File: config.mk
export PLATFORM = sky130hd
export DESIGN_NAME = tc_7seg_scan
export DESIGN_NICKNAME = d
export VERILOG_FILES = /design/src/rtl/tc_7seg_scan.sv
export SDC_FILE = /design/constraint.sdc
export NUM_CORES = 1
export LEC_CHECK = 0
export CORE_ASPECT_RATIO = 1.75
export CORE_MARGIN = 2
export CORE_UTILIZATION = 55
export DETAILED_ROUTE_END_ITERATION = 10
export PLACE_DENSITY = 0.77
export SYNTH_ARGS = -nofsm -noshare
export SYNTH_HDL_FRONTEND = slang
export SYNTH_SLANG_ARGS = --single-unit
File: constraint.sdc
create_clock -name i_clk -period 4.2 [get_ports i_clk]
set_clock_uncertainty 0.05 [all_clocks]
set_input_delay 0.42 -clock i_clk [delete_from_list [all_inputs] [get_ports i_clk]]
set_output_delay 0.42 -clock i_clk [all_outputs]
set_load 0.005 [all_outputs]
File: src/rtl/tc_7seg_scan.sv
// Signed binary to multiplexed common-anode 7-segment driver: sequential
// double-dabble conversion, leading-zero blanking and a free-running digit scan.
module tc_7seg_scan #(
    parameter int unsigned WIDTH    = 8,
    parameter int unsigned DIGITS   = 3,
    parameter int unsigned SCAN_DIV = 50000
) (
    input  logic              i_clk,
    input  logic              i_reset,
    input  logic              i_load,
    input  logic [WIDTH-1:0]  i_n,
    output logic              o_busy,
    output logic              o_valid,
    output logic [6:0]        o_seg_c,
    output logic [DIGITS:0]   o_an
);

    localparam int unsigned BCD_W = 4 * DIGITS;
    localparam int unsigned CNT_W = $clog2(WIDTH);
    localparam int unsigned DIV_W = (SCAN_DIV > 1) ? $clog2(SCAN_DIV) : 1;
    localparam int unsigned IDX_W = $clog2(DIGITS + 1);

    typedef enum logic [1:0] {S_IDLE, S_CONV, S_DONE} state_t;

    state_t             r_state;
    logic               r_busy;
    logic               r_valid;
    logic [CNT_W-1:0]   r_cnt;
    logic [WIDTH-1:0]   r_mag;
    logic [BCD_W-1:0]   r_bcd;
    logic               r_neg;
    logic [BCD_W-1:0]   r_disp_bcd;
    logic               r_disp_neg;
    logic [DIV_W-1:0]   r_div;
    logic [IDX_W-1:0]   r_idx;
    logic [DIGITS:0]    r_an;

    logic [WIDTH-1:0]   w_mag_in;
    logic [BCD_W-1:0]   w_bcd_nxt;
    logic [3:0]         w_nib;
    logic               w_carry;
    logic [3:0]         w_disp_nib;
    logic               w_upper_zero;
    logic [6:0]         w_seg;

    // Magnitude in WIDTH unsigned bits; -2^(WIDTH-1) maps to 2^(WIDTH-1) cleanly.
    assign w_mag_in = i_n[WIDTH-1] ? WIDTH'(-i_n) : i_n;

    // One double-dabble step: add-3 on each nibble >= 5, then shift in the magnitude MSB.
    always_comb begin
        w_bcd_nxt = '0;
        w_nib     = '0;
        w_carry   = r_mag[WIDTH-1];
        for (int i = 0; i < int'(DIGITS); i++) begin
            w_nib = r_bcd[4*i +: 4];
            if (w_nib >= 4'd5) begin
                w_nib = w_nib + 4'd3;
            end
            w_bcd_nxt[4*i +: 4] = {w_nib[2:0], w_carry};
            w_carry = w_nib[3];
        end
    end

    always_ff @(posedge i_clk) begin
        if (i_reset) begin
            r_state    <= S_IDLE;
            r_busy     <= 1'b0;
            r_valid    <= 1'b0;
            r_cnt      <= '0;
            r_mag      <= '0;
            r_bcd      <= '0;
            r_neg      <= 1'b0;
            r_disp_bcd <= '0;
            r_disp_neg <= 1'b0;
        end else begin
            r_valid <= 1'b0;
            case (r_state)
                S_IDLE: begin
                    if (i_load) begin
                        r_mag   <= w_mag_in;
                        r_neg   <= i_n[WIDTH-1];
                        r_bcd   <= '0;
                        r_cnt   <= '0;
                        r_busy  <= 1'b1;
                        r_state <= S_CONV;
                    end
                end
                S_CONV: begin
                    r_bcd <= w_bcd_nxt;
                    r_mag <= r_mag << 1;
                    r_cnt <= r_cnt + CNT_W'(1);
                    if (r_cnt == CNT_W'(WIDTH - 1)) begin
                        r_state <= S_DONE;
                    end
                end
                S_DONE: begin
                    r_disp_bcd <= r_bcd;
                    r_disp_neg <= r_neg;
                    r_valid    <= 1'b1;
                    r_busy     <= 1'b0;
                    r_state    <= S_IDLE;
                end
                default: r_state <= S_IDLE;
            endcase
        end
    end

    // Scan divider; the anode select rotates its single zero in step with the index.
    always_ff @(posedge i_clk) begin
        if (i_reset) begin
            r_div <= '0;
            r_idx <= '0;
            r_an  <= {{DIGITS{1'b1}}, 1'b0};
        end else if (r_div == DIV_W'(SCAN_DIV - 1)) begin
            r_div <= '0;
            r_idx <= (r_idx == IDX_W'(DIGITS)) ? '0 : r_idx + IDX_W'(1);
            r_an  <= {r_an[DIGITS-1:0], r_an[DIGITS]};
        end else begin
            r_div <= r_div + DIV_W'(1);
        end
    end

    function automatic logic [6:0] seg_of(input logic [3:0] d);
        case (d)
            4'd0:    seg_of = 7'b1000000;
            4'd1:    seg_of = 7'b1111001;
            4'd2:    seg_of = 7'b0100100;
            4'd3:    seg_of = 7'b0110000;
            4'd4:    seg_of = 7'b0011001;
            4'd5:    seg_of = 7'b0010010;
            4'd6:    seg_of = 7'b0000010;
            4'd7:    seg_of = 7'b1111000;
            4'd8:    seg_of = 7'b0000000;
            4'd9:    seg_of = 7'b0010000;
            default: seg_of = 7'b1111111;
        endcase
    endfunction

    // Walk digits from the top so each one knows whether everything above it is zero.
    always_comb begin
        w_seg        = 7'b1111111;
        w_upper_zero = 1'b1;
        w_disp_nib   = '0;
        for (int i = int'(DIGITS) - 1; i >= 0; i--) begin
            w_disp_nib   = r_disp_bcd[4*i +: 4];
            w_upper_zero = w_upper_zero && (w_disp_nib == 4'd0);
            if ((r_idx == IDX_W'(i)) && (!w_upper_zero || (i == 0))) begin
                w_seg = seg_of(w_disp_nib);
            end
        end
        if (r_idx == IDX_W'(DIGITS)) begin
            w_seg = r_disp_neg ? 7'b0111111 : 7'b1111111;
        end
    end

    assign o_busy  = r_busy;
    assign o_valid = r_valid;
    assign o_an    = r_an;
    assign o_seg_c = w_seg;

endmodule

### Word level (Yosys, flattened, before mapping)

Memory sizes are Yosys's and may differ from the RTL's. A register that Yosys moved wholly into a read port is not among the register bits.
Index checks and enable logic that the tools add are counted.

| operators by class | value |
|---|---|
| add/sub/neg operators | 7 |
| order comparisons | 3 |
| eq/ne operators | 9 |
| muxes and demuxes | 28 |
| reduce and logical (&&, ||, !) cells | 16 |

Operators with widths:

| cell | count |
|---|---|
| 7-bit two-way mux | 5 |
| 4-bit two-way mux | 8 |
| 12-bit case mux with 2 select lines | 1 |
| 16-bit by 1-bit adder with 16-bit output, second input constant | 1 |
| 16-bit equality test, second input constant | 1 |
| 8-bit two-way mux | 2 |
| 8-bit case mux with 2 select lines | 1 |
| 4-bit by 3-bit >= comparator with 1-bit output, second input constant | 3 |
| 12-bit two-way mux | 1 |
| 4-bit by 2-bit adder with 4-bit output, second input constant | 2 |
| 4-bit zero test | 2 |
| 8-bit negator | 1 |
| 2-bit AND reduction | 4 |
| 2-bit equality test, second input constant | 3 |
| 2-bit two-way mux | 3 |
| 3-bit two-way mux | 2 |
| 3-bit case mux with 2 select lines | 1 |
| 2-bit by 1-bit equality test with 1-bit output, second input constant | 2 |
| 2-bit zero test | 2 |
| 2-bit inequality test, second input constant | 2 |
| 2-bit case mux with 2 select lines | 1 |
| 2-bit nonzero test | 2 |
| 3-bit by 1-bit adder with 3-bit output, second input constant | 1 |
| 3-bit by 2-bit adder with 3-bit output, second input constant | 1 |
| 7 further kinds | 11 |

| storage, ports and cells | value |
|---|---|
| register bits | 63 |
| memory bits (read-only) | 336 |
| output and inout port bits | 13 |
| memories kept | 3 |

Memory list:

| name | depth | bits a word | read ports | clocked after Yosys merged registers in | write ports | RTL line | RTL |
|---|---|---|---|---|---|---|---|
| (no name shown) | 16 | 7 | 1 | 1 | 0 | 124 | `case (d)` |
| (no name shown) | 16 | 7 | 1 | 1 | 0 | 124 |  |
| (no name shown) | 16 | 7 | 1 | 1 | 0 | 124 |  |

### Logic depth before layout (Yosys ltp)

| depth | value |
|---|---|
| depth after elaboration | 7 |
| mapped depth | 9 |
| mapped depth without buffers | 7 |

### Worst setup path before layout

OpenSTA, ideal clock, no wires.

| path | value |
|---|---|
| path kind | reg2out |
| start | register r_disp_bcd[11] |
| end | output o_seg_c[0] |
| arrival time | 1.443 ns |
| setup slack | 2.287 ns |
| stages on the path, launching flop included | 5 |
| path buffers | 0 |
| cells stage by stage | dfxtp_1 > or4_1 > o21ai_1 > o22ai_1 > o21ai_0 |

| between the ends | value |
|---|---|
| longest elaborated chain between the ends | 7 |
| elaborated cells on any way between the ends | 10 |
| classes of those cells | 4 x mux; 6 x reduce/logical |

Ends and longest elaborated chain:

| item | RTL line | RTL |
|---|---|---|
| from (decl) | 32 | `logic [BCD_W-1:0] r_disp_bcd;` |
| from (signal assigned) | 97 | `r_disp_bcd <= r_bcd;` |
| 4-bit zero test (*) | 146 | `w_upper_zero = w_upper_zero && (w_disp_nib == 4'd0);` |
| 1-bit zero test or 1-bit logical AND (tied branches) | 147, 146 |  |
| 1-bit logical AND or 1-bit zero test (tied branches) | 147 | `if ((r_idx == IDX_W'(i)) && (!w_upper_zero \|\| (i == 0))) begin` |
| 7-bit two-way mux or 1-bit logical AND (tied branches) | 147 |  |
| 7-bit two-way mux (*) (2 in series) | 147 |  |
| 7-bit two-way mux (*) | 151 | `if (r_idx == IDX_W'(DIGITS)) begin` |
| to (decl) | 14 | `output logic [6:0] o_seg_c,` |

Mark *: on every way between the ends. The rest lies on a longest branch, timed or not.

### Final worst setup path

| path | value |
|---|---|
| start | register r_disp_bcd[11] |
| end | output o_seg_c[4] |

Same word-level chain as after synthesis.

==> impl_table.tex <==
\begin{tabular}{lr}
\hline
Metric & Value \\
\hline
\multicolumn{2}{l}{\textbf{Status}} \\
\quad Outcome & finished, final reports clean \\
\multicolumn{2}{l}{\textbf{Route}} \\
\quad Vias after detailed routing & 3296 \\
\quad Number of violations reported at the end of detailed-routing iteration 0 & 190 \\
\quad Number of search-and-repair iterations in the first detailed-routing pass & 4 \\
\quad Average via count per standard cell & 5.89 \\
\quad Wire length after detailed routing & 8850 µm \\
\quad Residual DRC count & 0 \\
\quad Remaining antenna violation count after routing & 0 \\
\quad Detailed-route wire length per cell & 15.8 µm \\
\multicolumn{2}{l}{\textbf{Timing}} \\
\quad Measured slew at the worst slew-check pin & 1020 ps \\
\quad Final total negative setup slack & 0 ps \\
\quad Smallest hold slack & 407 ps \\
\quad Unrepaired setup endpoints after global routing & no \\
\quad Max frequency & 327 MHz \\
\quad Final Setup Violations & 0 \\
\quad Post-route minimum period & 3060 ps \\
\quad Part of the cycle the worst path needs & 72.8\% \\
\quad Final Max Slew Viols & 0 \\
\quad Headroom to the max-slew limit & 32.1\% \\
\quad Fin. Hold Viols & 0 \\
\multicolumn{2}{l}{\textbf{Logic synthesis}} \\
\quad Fraction of the yosys area taken by sequential cells & 40.3\% \\
\quad Post-synthesis mux area share & 6.81\% \\
\quad Post-synth EDFFs & 0 \\
\quad Nets in the synthesized netlist & 494 \\
\quad Dominant combinational cell family by area after synthesis & simple AND/OR/NAND/NOR gates \\
\quad Compound-gate portion of the synthesized area & 15.4\% \\
\quad Largest area contributor in the netlist & dfxtp\_1 \\
\quad Top\_reg\_cell synth & dfxtp\_1 \\
\quad Basic-gate share of the synthesized area counting and, or, nand and nor cells & 19.3\% \\
\quad Cell variety after synth & 52 \\
\quad Cells after synthesis & 454 \\
\quad Register bit count reported by yosys & 84 \\
\quad Mean instance size in the synthesized netlist & 9.19 µm² \\
\quad Mapped Area & 4170 µm² \\
\quad Synth warnings & 0 \\
\quad Top cells by count, synth & 84 x dfxtp\_1, 41 x a21oi\_1, 34 x nor2\_1 \\
\quad Top cells by area in the synthesized netlist & dfxtp\_1 40\%, ha\_1 8.7\%, mux2i\_1 6.0\%, a21oi\_1 4.9\%, xnor2\_1 3.1\% \\
\quad Most frequently used cell type in the post-synthesis netlist & dfxtp\_1 \\
\quad Proportion of synthesized flip-flops having asynchronous set or reset & 0\% \\
\quad Xor/xnor cell area share of the yosys netlist & 4.41\% \\
\quad Post-synthesis share of cell area spent on full adders, half adders and majority gates & 8.70\% \\
\quad Top-area cell type share of the netlist area & 40.3\% \\
\multicolumn{2}{l}{\textbf{Placement}} \\
\quad GP Congestion & 0.867 \\
\quad Placed cells & 544 \\
\quad Post-detailed-placement cell area & 4430 µm² \\
\quad \# port buffers & 23 \\
\quad Detailed-placement wirelength estimate & 6400 µm \\
\multicolumn{2}{l}{\textbf{Min path}} \\
\quad Hold path depth & 1 \\
\quad Hold Crit Class & reg -> reg \\
\multicolumn{2}{l}{\textbf{CTS}} \\
\quad Number of setup buffers added after CTS & 0 \\
\quad Hold bufs inserted after CTS & 0 \\
\quad Clock slew at the register clock pins of the worst setup and hold paths & 60 ps \\
\quad Total of cells resized after clock tree synthesis & 0 \\
\quad Count of H-tree levels built during CTS & 3 \\
\quad Number of buffers on the longest clock path & 2 \\
\quad Root buffer cell & clkbuf\_16 \\
\quad Number of buffers inserted during clock tree synthesis & 9 \\
\quad Worst-Skew Late Latency & 340 ps \\
\quad Number of sinks on the clock net & 84 \\
\quad TritonCTS clock tree & built \\
\multicolumn{2}{l}{\textbf{Power}} \\
\quad Comb power frac & 4.5\% \\
\quad Clk network pwr share & 47.1\% \\
\quad Net Sw Frac & 21.4\% \\
\quad Switching power total & 0.361 mW \\
\quad Part of the total power dissipated in sequential elements & 48.4\% \\
\quad Worst-case vdd ir drop & 0.207 mV \\
\quad Static power due to leakage & 1.98 nW \\
\quad Total Power Consumption & 1.69 mW \\
\quad Total power density per cell area & 357 nW/µm² \\
\quad Internal power & 1.33 mW \\
\multicolumn{2}{l}{\textbf{Worst setup path}} \\
\quad Crit-path max FO & 7 \\
\quad WP data required & 3730 ps \\
\quad Ordered cell list for the critical path & or4\_1 > o21ai\_1 > o22ai\_1 > o21ai\_0 > clkdlybuf4s50\_1 \\
\quad Category of the worst setup path launch point & flop \\
\quad Critical path's slowest cell & or4\_1 \\
\quad Number of cells traversed by the worst register-to-register path & 5 \\
\quad Crit path DAT & 2590 ps \\
\quad Critical path capture point type & output port \\
\quad Largest stage delay on the critical path & 540 ps \\
\quad Critical Setup Path Class & reg -> out \\
\multicolumn{2}{l}{\textbf{Floorplanning}} \\
\quad Y dimension of the die & 119 µm \\
\quad Floorplan Core Area & 7460 µm² \\
\quad I/O pins & 24 \\
\quad Horiz. Die Dim & 69.8 µm \\
\quad Initial standard-cell utilization of the core & 55.9\% \\
\quad Floorplan row count & 42 \\
\quad Area of the die & 8330 µm² \\
\multicolumn{2}{l}{\textbf{Global routing}} \\
\quad Initial antenna violation count & 0 \\
\quad Remaining global-route overflow & 0 \\
\quad Global-route wire length before repair & 15000 µm \\
\quad All-Layer GR Usage & 22.7\% \\
\quad Via count of the first global-routing pass & 3306 \\
\quad Maximum number of pins on one net before global-route repair & 43 \\
\multicolumn{2}{l}{\textbf{Final layout}} \\
\quad Count of nets after finishing & 507 \\
\quad Final std cells w/o fill & 560 \\
\quad Area added between synthesis and finish & 13.4\% \\
\quad Antenna cell count & 0 \\
\quad Share of final-layout standard cells stronger than drive strength 1 & 9.53\% \\
\quad Number of filler cells placed in the layout & 659 \\
\quad Area of all placed cells without fillers & 4730 µm² \\
\multicolumn{2}{l}{\textbf{Run}} \\
\quad Count of maximum capacitance violations & 0 \\
\hline
\end{tabular}
-- path summary, 6_finish.rpt --
check | start | end | slack [ps]
min reg2reg | r_div[0] | r_div[0] | 410
max reg2reg | r_state[1] | flop | 1710
max | r_disp_bcd[11] | o_seg_c[4] | 1140
min | r_div[0] | r_div[0] | 410
-- per-layer routing --
metal	GRT usage (%)	routed length [µm]	part of all wire, %
met5	0	0	0
met3	5.16	171	1.9
met2	44.3	5070	57
met4	8.17	157	1.8
met1	22.6	3450	39
-- power groups by stage --
stage                     sequential, mW  combinational (mW)  clock, mW
after floorplan                    0.832              0.0521          0
after global placement             0.835              0.0736          0
after detailed placement           0.836              0.0752          0
after CTS                          0.819              0.0755      0.802
after global routing               0.820              0.0851      0.836
final                              0.818              0.0752      0.796
-- per-stage QoR --
| step | worst slack (ps) | util, % |
|---|---|---|
| floorplan | 2290 | - |
| global placement | 1620 | 59.3 |
| detailed placement | 1550 | 59.3 |
| CTS | 1170 | 63.4 |
| global route | 1020 | 63.4 |
| finish | 1140 | 63.4 |
-- cell type report --
| cell class | count | area [µm²] | area share (%) |
|---|---|---|---|
| clock inverter | 4 | 47.5 | 1.01 |
| inverter | 31 | 116 | 2.46 |
| multi-input combinational | 316 | 2280 | 48.1 |
| sequential | 84 | 1680 | 35.6 |
| timing repair buffer | 25 | 240 | 5.08 |
| tap | 88 | 110 | 2.33 |
| clock buffer | 12 | 256 | 5.42 |
-- critical path: cells and delay by family, from the launching register on --
| family | cells | cell delay (ps) |
|---|---|---|
| AOI/OAI and AO/OA | 3 | 870 |
| buffers and inverters | 1 | 530 |
| DFF | 1 | 310 |
| and+or+nand+nor | 1 | 540 |
-- cells by family (layout without fill, tap and decap cells) --
| group | count (synthesis) | in the layout |
|---|---|---|
| simple gates | 137 | 137 |
| buf+inv | 54 | 72 |
| flops | 84 | 84 |
| fa+ha+maj | 29 | 29 |
| mux | 28 | 28 |
| compound gates | 101 | 101 |
| xor+xnor | 21 | 21 |
-- layout by cell type (no fill, tap or decap), types with 2 or more instances in the layout --
| cell type | instances |
|---|---|
| dfxtp_1 | 84 |
| a21oi_1 | 41 |
| nor2_1 | 34 |
| inv_1 | 31 |
| nand2_1 | 29 |
| ha_1 | 29 |
| mux2i_1 | 25 |
| clkdlybuf4s50_1 | 22 |
| o21ai_0 | 15 |
| xnor2_1 | 15 |
| nand3_1 | 12 |
| o22ai_1 | 10 |
| nor4bb_1 | 9 |
| clkbuf_16 | 9 |
| nor3_1 | 7 |
| a22o_1 | 7 |
| nand2b_1 | 6 |
| a31o_2 | 6 |
| xor2_1 | 6 |
| nor4_1 | 5 |
| or3_1 | 5 |
| a31oi_1 | 4 |
| or2_2 | 4 |
| nand4_1 | 4 |
| a31oi_2 | 3 |
| nor4_4 | 3 |
| mux2_2 | 3 |
| or4_1 | 3 |
| and3_1 | 3 |
| a22oi_1 | 3 |
| a222oi_1 | 3 |
| and4bb_2 | 2 |
| o31ai_1 | 2 |
| o41ai_1 | 2 |
| clkinv_2 | 2 |
| clkbuf_8 | 2 |
| buf_4 | 2 |
Power figures use the tool's default switching activity.
